`src/rtl/ram_fifo_pkg.sv`:
```
// Shared widths and types for the RAM-backed FIFO controller.
package ram_fifo_pkg;

    localparam int DATA_W     = 8;
    localparam int RAM_ADDR_W = 8;

    typedef logic [DATA_W-1:0]     data_t;
    typedef logic [RAM_ADDR_W-1:0] ram_addr_t;

    // Offset is an already zero-extended pointer; result wraps within the RAM space.
    function automatic ram_addr_t ram_addr(input ram_addr_t base, input ram_addr_t offset);
        return base + offset;
    endfunction

endpackage

```
`src/rtl/ram_fifo_ptr.sv`:
```
// Wrapping FIFO pointer: increments on inc, returns to zero on srst or clr.
module ram_fifo_ptr #(
    parameter int W = 5
) (
    input  logic         clk,
    input  logic         srst,
    input  logic         clr,
    input  logic         inc,
    output logic [W-1:0] ptr
);

    localparam logic [W-1:0] PTR_ONE = W'(1);

    logic [W-1:0] ptr_reg;
    logic [W-1:0] ptr_next;

    always_comb begin
        ptr_next = ptr_reg;
        if (clr) begin
            ptr_next = '0;
        end else if (inc) begin
            ptr_next = ptr_reg + PTR_ONE;
        end
    end

    always_ff @(posedge clk) begin
        if (srst) begin
            ptr_reg <= '0;
        end else begin
            ptr_reg <= ptr_next;
        end
    end

    assign ptr = ptr_reg;

endmodule

```
`src/rtl/ram_fifo_ctrl.sv`:
```
// Single-port RAM FIFO controller: arbitrates push/pop onto one RAM port.
// Optional synchronous flush input when RAM_FIFO_FLUSH_EN is defined.
module ram_fifo_ctrl
    import ram_fifo_pkg::*;
#(
    parameter int        DEPTH_LOG2 = 5,
    parameter ram_addr_t BASE_ADDR  = 8'd0
) (
    input  logic                  clock,
    input  logic                  reset,
`ifdef RAM_FIFO_FLUSH_EN
    input  logic                  flush,
`endif
    input  logic                  push,
    input  data_t                 pushData,
    output logic                  pushAck,
    input  logic                  pop,
    output logic                  popAck,
    output logic                  popValid,
    output data_t                 popData,
    output logic                  full,
    output logic                  empty,
    output logic [DEPTH_LOG2:0]   count,
    output ram_addr_t             ramAddress,
    output logic                  ramWE,
    output data_t                 ramDataIn,
    input  data_t                 ramDataOut
);

    localparam logic [DEPTH_LOG2:0] FULL_COUNT = {1'b1, {DEPTH_LOG2{1'b0}}};
    localparam logic [DEPTH_LOG2:0] CNT_ONE    = (DEPTH_LOG2 + 1)'(1);

    logic                  flush_i;
    logic                  blocked;
    logic                  push_ok;
    logic                  pop_ok;
    logic                  contested;
    logic                  grant_push;
    logic                  grant_pop;
    logic [DEPTH_LOG2-1:0] wr_ptr;
    logic [DEPTH_LOG2-1:0] rd_ptr;
    logic [DEPTH_LOG2:0]   count_reg;
    logic [DEPTH_LOG2:0]   count_next;
    logic                  pop_first_reg;
    logic                  pop_valid_reg;

`ifdef RAM_FIFO_FLUSH_EN
    assign flush_i = flush;
`else
    assign flush_i = 1'b0;
`endif

    // Acks depend only on requests and registered state, never on ramDataOut.
    assign blocked    = reset | flush_i;
    assign push_ok    = push & ~full & ~blocked;
    assign pop_ok     = pop & ~empty & ~blocked;
    assign contested  = push_ok & pop_ok;
    assign grant_pop  = pop_ok & (~push_ok | pop_first_reg);
    assign grant_push = push_ok & (~pop_ok | ~pop_first_reg);

    assign pushAck = grant_push;
    assign popAck  = grant_pop;

    assign full  = (count_reg == FULL_COUNT);
    assign empty = (count_reg == '0);
    assign count = count_reg;

    ram_fifo_ptr #(.W(DEPTH_LOG2)) u_wr_ptr (
        .clk  (clock),
        .srst (reset),
        .clr  (flush_i),
        .inc  (grant_push),
        .ptr  (wr_ptr)
    );

    ram_fifo_ptr #(.W(DEPTH_LOG2)) u_rd_ptr (
        .clk  (clock),
        .srst (reset),
        .clr  (flush_i),
        .inc  (grant_pop),
        .ptr  (rd_ptr)
    );

    // Idle cycles park the address on the read pointer.
    assign ramWE      = grant_push;
    assign ramDataIn  = pushData;
    assign ramAddress = grant_push ? ram_addr(BASE_ADDR, ram_addr_t'(wr_ptr))
                                   : ram_addr(BASE_ADDR, ram_addr_t'(rd_ptr));

    always_comb begin
        count_next = count_reg;
        if (grant_push) begin
            count_next = count_reg + CNT_ONE;
        end else if (grant_pop) begin
            count_next = count_reg - CNT_ONE;
        end
    end

    always_ff @(posedge clock) begin
        if (reset) begin
            count_reg     <= '0;
            pop_first_reg <= 1'b1;
            pop_valid_reg <= 1'b0;
        end else begin
            count_reg     <= flush_i ? '0 : count_next;
            pop_valid_reg <= grant_pop;
            if (contested) begin
                pop_first_reg <= ~pop_first_reg;
            end
        end
    end

    // Reset masks a read result that is already in flight.
    assign popValid = pop_valid_reg & ~reset;

    for (genvar gi = 0; gi < DATA_W; gi++) begin : g_pop_data
        assign popData[gi] = popValid & ramDataOut[gi];
    end

endmodule

```
`config.mk`:
```
export PLATFORM = sky130hd
export DESIGN_NAME = ram_fifo_ctrl
export DESIGN_NICKNAME = d
export VERILOG_FILES = /design/src/rtl/ram_fifo_pkg.sv /design/src/rtl/ram_fifo_ptr.sv /design/src/rtl/ram_fifo_ctrl.sv
export SDC_FILE = /design/constraint.sdc
export NUM_CORES = 1
export LEC_CHECK = 0
export CAP_MARGIN = 0
export CORE_UTILIZATION = 44
export DETAILED_ROUTE_END_ITERATION = 6
export GPL_TIMING_DRIVEN = 0
export PLACE_DENSITY = 0.82
export SLEW_MARGIN = 30
export SYNTH_ARGS = -nofsm -noshare
export SYNTH_HDL_FRONTEND = slang
export SYNTH_SLANG_ARGS = --single-unit
```
`constraint.sdc`:
```
create_clock -name clock -period 4.7 [get_ports clock]
set_clock_uncertainty 0.05 [all_clocks]
set_input_delay 1.41 -clock clock [delete_from_list [all_inputs] [get_ports clock]]
set_output_delay 1.41 -clock clock [all_outputs]
set_load 0.01 [all_outputs]
```
Word level (Yosys, flattened, before mapping) --
Cells that the tools add are included.
Cells by class: add/sub/neg operators 4, $mul 0, divide/modulo/power cells 0, order comparisons 0, eq/ne operators 1, shift operators 0, mux-type cells 3, bitwise operators 24, reductions and logical operators 2
Operators with widths (count):
- $and A1 B1 Y1 | 16
- $mux W6 | 2
- $add A5 B1 Y5 const B | 2
- $add A6 B1 Y6 const B | 1
- $eq A6 B6 Y1 const B | 1
- $logic_not A6 Y1 | 1
- $not A1 Y1 | 6
- $sub A6 B1 Y6 const B | 1
- $mux W5 | 1
- $or A1 B1 Y1 | 2
- $reduce_bool A2 Y1 | 1
Word-level totals: flip-flop bits (word level) 18, latch bits 0, bits in writable memories 0, ROM bits 0, input bits 20, output and inout bits 36, word-level logic and storage cells 39, memories 0

Depth between registers and ports, before layout --
Gate-level depths: netlist of run 1.
word-level depth 9, gate-level depth with buffers 10

Hierarchy --
A second synthesis of run 1 with hierarchy kept.
Second synthesis, totals: cells, all modules 134, area total of the unflattened synthesis 1302.5 um2
By module, submodules not included:
- ram_fifo_ctrl | instances 1, cells an instance 88, area each 792.0 um2
- ram_fifo_ptr | instances 2, cells an instance 23, area each 255.2 um2

Least setup slack after synthesis of run 1 --
Ideal clock, no wire load.
kind input-to-output, start input port reset, end output port ramAddress[3], arrival 2.338 ns, data required time 3.240 ns, path slack 0.902 ns, stages 5, buffers on the path 0, cell sequence nand2b_1 a21oi_1 nand2_1 clkinv_1 mux2_2
Between the ends: word-level cells in the longest chain between the ends 6
Ends and longest elaborated chain:
- start: declaration | RTL line ram_fifo_ctrl.sv:10 | input logic reset,
- $not A1 Y1 * | RTL line ram_fifo_ctrl.sv:55, ram_fifo_ctrl.sv:56
- $and A1 B1 Y1 | RTL line ram_fifo_ctrl.sv:56 | assign pop_ok = pop & ~empty & ~blocked;
- $not A1 Y1 | RTL line ram_fifo_ctrl.sv:59 | assign grant_push = push_ok & (~pop_ok | ~pop_first_reg);
- $or A1 B1 Y1 | RTL line ram_fifo_ctrl.sv:59
- $and A1 B1 Y1 * | RTL line ram_fifo_ctrl.sv:59
- net pushAck | RTL line ram_fifo_ctrl.sv:16 | output logic pushAck,
- $mux W5 * | RTL line ram_fifo_ctrl.sv:87 | assign ramAddress = grant_push ? ram_addr(BASE_ADDR, ram_addr_t'(wr_ptr))
- end: declaration | RTL line ram_fifo_ctrl.sv:24 | output ram_addr_t ramAddress,
Mark *: on every way through the listed nets, which the timed path passes. The rest lies on a longest branch.

Worst setup path after layout of run 1 --
start input port pop, end output port ramAddress[1]
Between the ends: word-level cells in the longest chain between the ends 6
Ends and longest elaborated chain:
- start: declaration | RTL line ram_fifo_ctrl.sv:17 | input logic pop,
- $and A1 B1 Y1 (2 in series) | RTL line ram_fifo_ctrl.sv:56
- $not A1 Y1 | RTL line ram_fifo_ctrl.sv:59
- $or A1 B1 Y1 | RTL line ram_fifo_ctrl.sv:59
- $and A1 B1 Y1 | RTL line ram_fifo_ctrl.sv:59
- $mux W5 | RTL line ram_fifo_ctrl.sv:87
No other way between the ends.

==> results of run 1 <==
[logic make-up (layout without fill, tap and decap cells)]
| family | after synthesis | after routing | synth area share |
|---|---|---|---|
| compound gates | 19 | 19 | 0.130 |
| xor+xnor | 9 | 9 | 0.0649 |
| fa+ha+maj | 8 | 8 | 0.0886 |
| buf+inv | 22 | 70 | 0.112 |
| flops | 18 | 18 | 0.297 |
| mux | 10 | 10 | 0.0978 |
| other cells | 1 | 3 | 0.00309 |
| simple gates | 49 | 49 | 0.207 |
[placed cells by master (no fill, tap or decap), types with 3 or more instances in the layout]
cell type        instances
a21oi_1                  3
and2_1                   8
and3_1                   3
buf_4                   13
clkbuf_4                 3
clkdlybuf4s50_1         41
conb_1                   3
dfxtp_1                 18
ha_1                     7
inv_1                    4
mux2_2                   4
mux2i_1                  4
nand2_1                 12
nand3_1                  3
nor2_1                  12
nor2b_1                  3
o21ai_0                  3
xnor2_1                  5
xor2_1                   4
[metrics by stage]
| stage | area [sq um] | util | hold slack, ns |
|---|---|---|---|
| floorplan | 1220 | - | 0.386 |
| global placement | 1700 | 0.668 | 0.406 |
| detailed placement | 1700 | 0.668 | 0.413 |
| CTS | 1740 | 0.685 | 0.427 |
| global route | 1750 | 0.686 | 0.450 |
| finish | 1750 | 0.686 | 0.429 |
[layout make-up]
| cell class | instances | area, sq um | area share |
|---|---|---|---|
| Timing Repair Buffer | 44 | 439 | 0.251 |
| Tap cell | 30 | 37.5 | 0.0215 |
| Inverter | 6 | 27.5 | 0.0158 |
| Sequential cell | 18 | 360 | 0.206 |
| Buffer | 16 | 116 | 0.0666 |
| Clock buffer | 4 | 36.3 | 0.0208 |
| Multi-Input combinational cell | 98 | 729 | 0.418 |
[report_power, final]
part	total, mW	internal, mW	switching, mW
Combinational	0.421	0.230	0.191
Clock	0.0978	0.0473	0.0506
Sequential	0.218	0.181	0.0376
Total	0.737	0.458	0.279
[worst max-delay path, delay by kind of cell]
family / cells / cell delay [ns]
buffers and inverters: 3 / 1.03
multiplexers: 1 / 0.36
AND/OR/NAND/NOR: 1 / 0.18
AO/OA/AOI/OAI: 1 / 0.17
[how the worst min path moves through the flow]
stage                               start         endpoint  slack [ns]  cells past startpoint
after floorplan           u_wr_ptr.ptr[4]  u_wr_ptr.ptr[4]        0.39                      1
after global placement    u_wr_ptr.ptr[4]  u_wr_ptr.ptr[4]        0.41                      1
after detailed placement  u_rd_ptr.ptr[4]  u_rd_ptr.ptr[4]        0.41                      1
after CTS                 u_rd_ptr.ptr[4]  u_rd_ptr.ptr[4]        0.43                      1
after global routing      u_rd_ptr.ptr[4]  u_rd_ptr.ptr[4]        0.45                      1
final                     u_rd_ptr.ptr[4]  u_rd_ptr.ptr[4]        0.43                      1
[repair_timing]
item,in CTS,in global routing
endpoints found under the hold margin,0,0
endpoints found under the setup margin,8,5
gates resized for setup,8,1
[metal layers]
metal / up-vias / global-route usage / wire length [microns]
met5: - / 0 / 0
met4: 0 / 0.111 / 53
met3: 7 / 0.0361 / 180
met2: 54 / 0.376 / 1390
met1: 501 / 0.221 / 1120
li1: 550 / - / -
==> results.toml, run 1 <==
[synth]
syn_inst = 136
yosysTopAreaCellShare = 0.297
async_flop_share = 0
yosysMostFrequentCell = "dfxtp_1"
yosys_warnings = 0
yosysSeqAreaShare = 0.297
ys_types = 39
synth_top_area_cell = "dfxtp_1"
synth_edf_count = 0
synth_area_leaders = "dfxtp_1 (30%), buf_4 (7.4%), ha_1 (7.2%)"
synth-main-ff-cell = "dfxtp_1"
ys_top_cells_by_count = "dfxtp_1 (18), buf_4 (12), nand2_1 (12), nor2_1 (12), and2_1 (8)"
ys_seq_elements = 18
netlist_area_sq_um = 1210
syn_avg_cell_area_sq_um = 8.93

[timing]
fmax_ghz = 0.217
final-setup-viol-count = 0
fin_crit_sh = 0.980
tns_ns = 0
worst_slack_ns = 0.0935
drv_slew = 0
rsz0062_at_grt = "false"
period_minus_slack_ns = 4.61
hold_viol_final = 0
relSlewSlack = 0.623
tightest_slew_ns = 0.557

[pwr]
leakage_nw = 0.721
p_per_area_nw_per_um2 = 422
ir_drop_mv = 0.322
power.total_mw = 0.737

[floorplanning]
die_x_microns = 54.5
initial_core_util = 0.477
die_area_sq_um = 2980
core.rowCount = 18
fp.dieH_microns = 54.5
core_area_sq_um = 2540
ioPinCount = 56

[critical_path]
crit_chain = "dlygate4sd2_1 > o211ai_1 > nand2_1 > buf_4 > mux2_2 > clkdlybuf4s50_1"
cp.arrival_ns = 3.15
worstSetupPathType = "in2out"
slowest_delay_ns = 0.48
crit_fanout = 14
worst_r2r_endpoint = "count[5]"
r2r_start = "count[1]"
worstPathRequired_ns = 3.24
cp_slowest_cell = "clkdlybuf4s50_1"
startpoint = "pop"
r2r_slack_ns = 1.56
cp-start-kind = "primary input"
endpoint = "ramAddress[1]"
r2r_cells = 10
crit_path_end_kind = "output pin"

[cells_and_area]
final_cell_count_no_fill = 216
nets = 215
drive_gt1_frac = 0.161
nFillCells = 208
antennaDiodeCount = 0
largest_reg_flops = 6
syn2layout_area_growth_pct = 43.8

[global_route]
grt_pass1_vias = 942
overflow = 0
antenna_found_initial = 0
grt_pass1_wl_microns = 4180
globalRouteTotalUtil = 0.206
grt_start_max_net_pins = 15

[clock_tree]
cts_buffer_depth = 2
clk_latency_ns = 0.30
cts_root_buf = "clkbuf_4"
cts.clk_slew.worst_paths_ns = 0.10
numCtsBuffers = 3
post-cts-setup-buffers = 0
cts_tree = "done"
cts_hold_buf = 0
htreeDepth = 1
clock-sinks = 18

[place]
io_buffers = 44
dp.cells = 212
dpl.hpwl_microns = 2130
pre_cts_ws_ns = -0.312
place_congestion = 0.791

[routing]
vias = 1112
drtPass1Iterations = 5
wl_per_cell_microns = 12.7
drt_iter0_markers = 12
vias_per_cell = 5.15
drc = 0
routed_wl_microns = 2740
drtAntennaViolNets = 0

[status]
status = "completed"

[worst_hold_path]
min_path_type = "reg2reg"

[job]
maxCapViolations = 0
(Power assumes the default switching activity.)
==> inputs of run 2 (changes only) <==
--- a/config.mk
+++ b/config.mk
@@ -6,11 +6,12 @@
 export NUM_CORES = 1
 export LEC_CHECK = 0
 export CAP_MARGIN = 0
-export CORE_UTILIZATION = 44
+export CORE_UTILIZATION = 45
 export DETAILED_ROUTE_END_ITERATION = 6
 export GPL_TIMING_DRIVEN = 0
-export PLACE_DENSITY = 0.82
+export PLACE_DENSITY = 0.81
 export SLEW_MARGIN = 30
 export SYNTH_ARGS = -nofsm -noshare
 export SYNTH_HDL_FRONTEND = slang
+export SYNTH_HIERARCHICAL = 1
 export SYNTH_SLANG_ARGS = --single-unit
==> results.toml, run 2 <==
[critical_path]
r2r_slack_ns = 1.49
cp-start-kind = "primary input"
r2r_start = "count[2]"
worst-path-buf-inv = 5
worstSetupPathType = "in2out"
crit_chain = "clkdlybuf4s50_1 > a311o_1 > buf_6 > inv_1 > buf_4 > clkdlybuf4s50_1"
path_delay_family = "buffers and inverters"
crit_path_frequent_cell = "clkdlybuf4s50_1"
worst_r2r_endpoint = "count[5]"
cp_slowest_cell = "clkdlybuf4s50_1"
worstPathRequired_ns = 3.24
cp.arrival_ns = 3.15
crit_fanout = 12
slowest_delay_ns = 0.52
crit_path_end_kind = "output pin"
r2r_cells = 10

[clock_tree]
post-cts-setup-buffers = 0
cts_tree = "done"
clk_latency_ns = 0.29
cts.clk_slew.worst_paths_ns = 0.10
cts_root_buf = "clkbuf_4"
cts_buffer_depth = 2
numCtsBuffers = 3
cts_resized = 7
clock-sinks = 18
htreeDepth = 1
cts_hold_buf = 0

[synth]
syn_avg_cell_area_sq_um = 9.72
syn_inst = 134
ys_top_cells_by_count = "dfxtp_1 (18), buf_4 (12), nor2_1 (11)"
netlist_area_sq_um = 1300
yosysMostFrequentCell = "dfxtp_1"
yosysSeqAreaShare = 0.277
synth_area_leaders = "dfxtp_1 (28%), mux2_4 (8.1%), buf_4 (6.9%)"
ys_types = 38
synth_top_area_cell = "dfxtp_1"
synth_edf_count = 0
yosysTopAreaCellShare = 0.277
synth-main-ff-cell = "dfxtp_1"
async_flop_share = 0
ys_seq_elements = 18
yosys_warnings = 6

[cells_and_area]
final_common_cell = "clkdlybuf4s50_1"
multi_input_area_sq_um = 832
largest_reg_flops = 6
antennaDiodeCount = 0
final_cell_mix = "clkdlybuf4s50_1 (37), dfxtp_1 (18), conb_1 (13), buf_4 (12), nor2_1 (11)"
seq_area_sq_um = 360
syn2layout_area_growth_pct = 41.1
nets = 222
drive_gt1_frac = 0.192
nFillCells = 252

[global_route]
grt_pass1_vias = 1119
grt_start_max_net_pins = 13
grt_pass1_wl_microns = 4770
globalRouteTotalUtil = 0.191
antenna_found_initial = 0
overflow = 0

[floorplanning]
core.rowCount = 19
fp.dieH_microns = 55.8
ioPinCount = 56
die_x_microns = 55.8
initial_core_util = 0.472
core_area_sq_um = 2760
die_area_sq_um = 3110

[status]
status = "completed"

[routing]
drt_iter0_markers = 20
routed_wl_microns = 2810
drc = 0
vias_per_cell = 5.05
vias = 1132
top_layer = "met4"
wl_per_cell_microns = 12.5
dr_wl_met2_microns = 1400
wl_met1_microns = 1240
dr_wl_met3_microns = 108
drtAntennaViolNets = 0
drtPass1Iterations = 4

[place]
pre_cts_ws_ns = -0.315
place_congestion = 0.804
dpl.hpwl_microns = 2270
io_buffers = 44

[pwr]
power.total_mw = 0.749
p_per_area_nw_per_um2 = 407
leakage_nw = 0.887
ir_drop_mv = 0.300

[worst_hold_path]
min_delay_path_depth = 1
min-delay-start = "count[5]"
hold_path_end = "count[5]"
min_path_type = "reg2reg"

[timing]
period_minus_slack_ns = 4.61
worst_slack_ns = 0.0929
rsz0062_at_grt = "false"
fin_crit_sh = 0.980
final-setup-viol-count = 0
drv_slew = 0
fmax_ghz = 0.217
hold_viol_final = 0

[job]
maxCapViolations = 0
-- run 2: worst max-delay path by stage --
stage	startpoint	end	slack, ns	cells past startpoint
2_1_floorplan	reset	ramAddress[0]	0.97	4
5_1_grt	pop	ramWE	0.03	6
3_3_place_gp	reset	ramAddress[3]	-0.27	6
6_report	pop	ramWE	0.09	6
3_5_place_dp	reset	ramAddress[2]	-0.31	6
4_1_cts	reset	ramWE	0.02	7
-- run 2: through the flow --
step	std cells	TNS, ns	hold slack, ns	instance area (sq um)	utilization
finish	224	0	0.504	1840	0.667
global route	224	0	0.543	1840	0.667
detailed placement	221	-3.93	0.486	1830	0.662
CTS	224	0	0.502	1840	0.667
global placement	221	-3.43	0.438	1830	0.662
floorplan	146	0	0.448	1350	-
-- run 2: cell families (layout without fill, tap and decap cells) --
family                     count (synthesis)  count (layout)  synth area share
xor gates and xnor gates                   7               7            0.0471
DFF                                       18              18             0.277
and+or+nand+nor                           45              45             0.224
adders and majority gates                  7               7            0.0730
AOI/OAI and AO/OA                         16              16            0.0884
muxes                                     17              17             0.169
buffers and inverters                     23              70             0.119
other                                      1              13           0.00288
-- run 2: layout make-up --
class / count / area share
plain buffers: 18 / 0.0749
repair buffers: 44 / 0.233
clock buffers: 3 / 0.0123
well taps: 31 / 0.0211
flip-flops and latches: 18 / 0.196
inverters: 5 / 0.0102
multi-input cells: 105 / 0.453
-- run 2: per-layer routing --
layer	GRT usage	vias up
met1	0.218	520
li1	-	560
met4	0.0821	0
met3	0.0302	9
met5	0	-
met2	0.349	43
-- run 2: report_power, final --
| group | total [mW] | switching, mW | internal [mW] | leakage [nW] |
|---|---|---|---|---|
| Sequential | 0.217 | 0.0370 | 0.180 | 0.147 |
| Combinational | 0.455 | 0.198 | 0.257 | 0.727 |
| Clock | 0.0774 | 0.0476 | 0.0298 | 0.0138 |
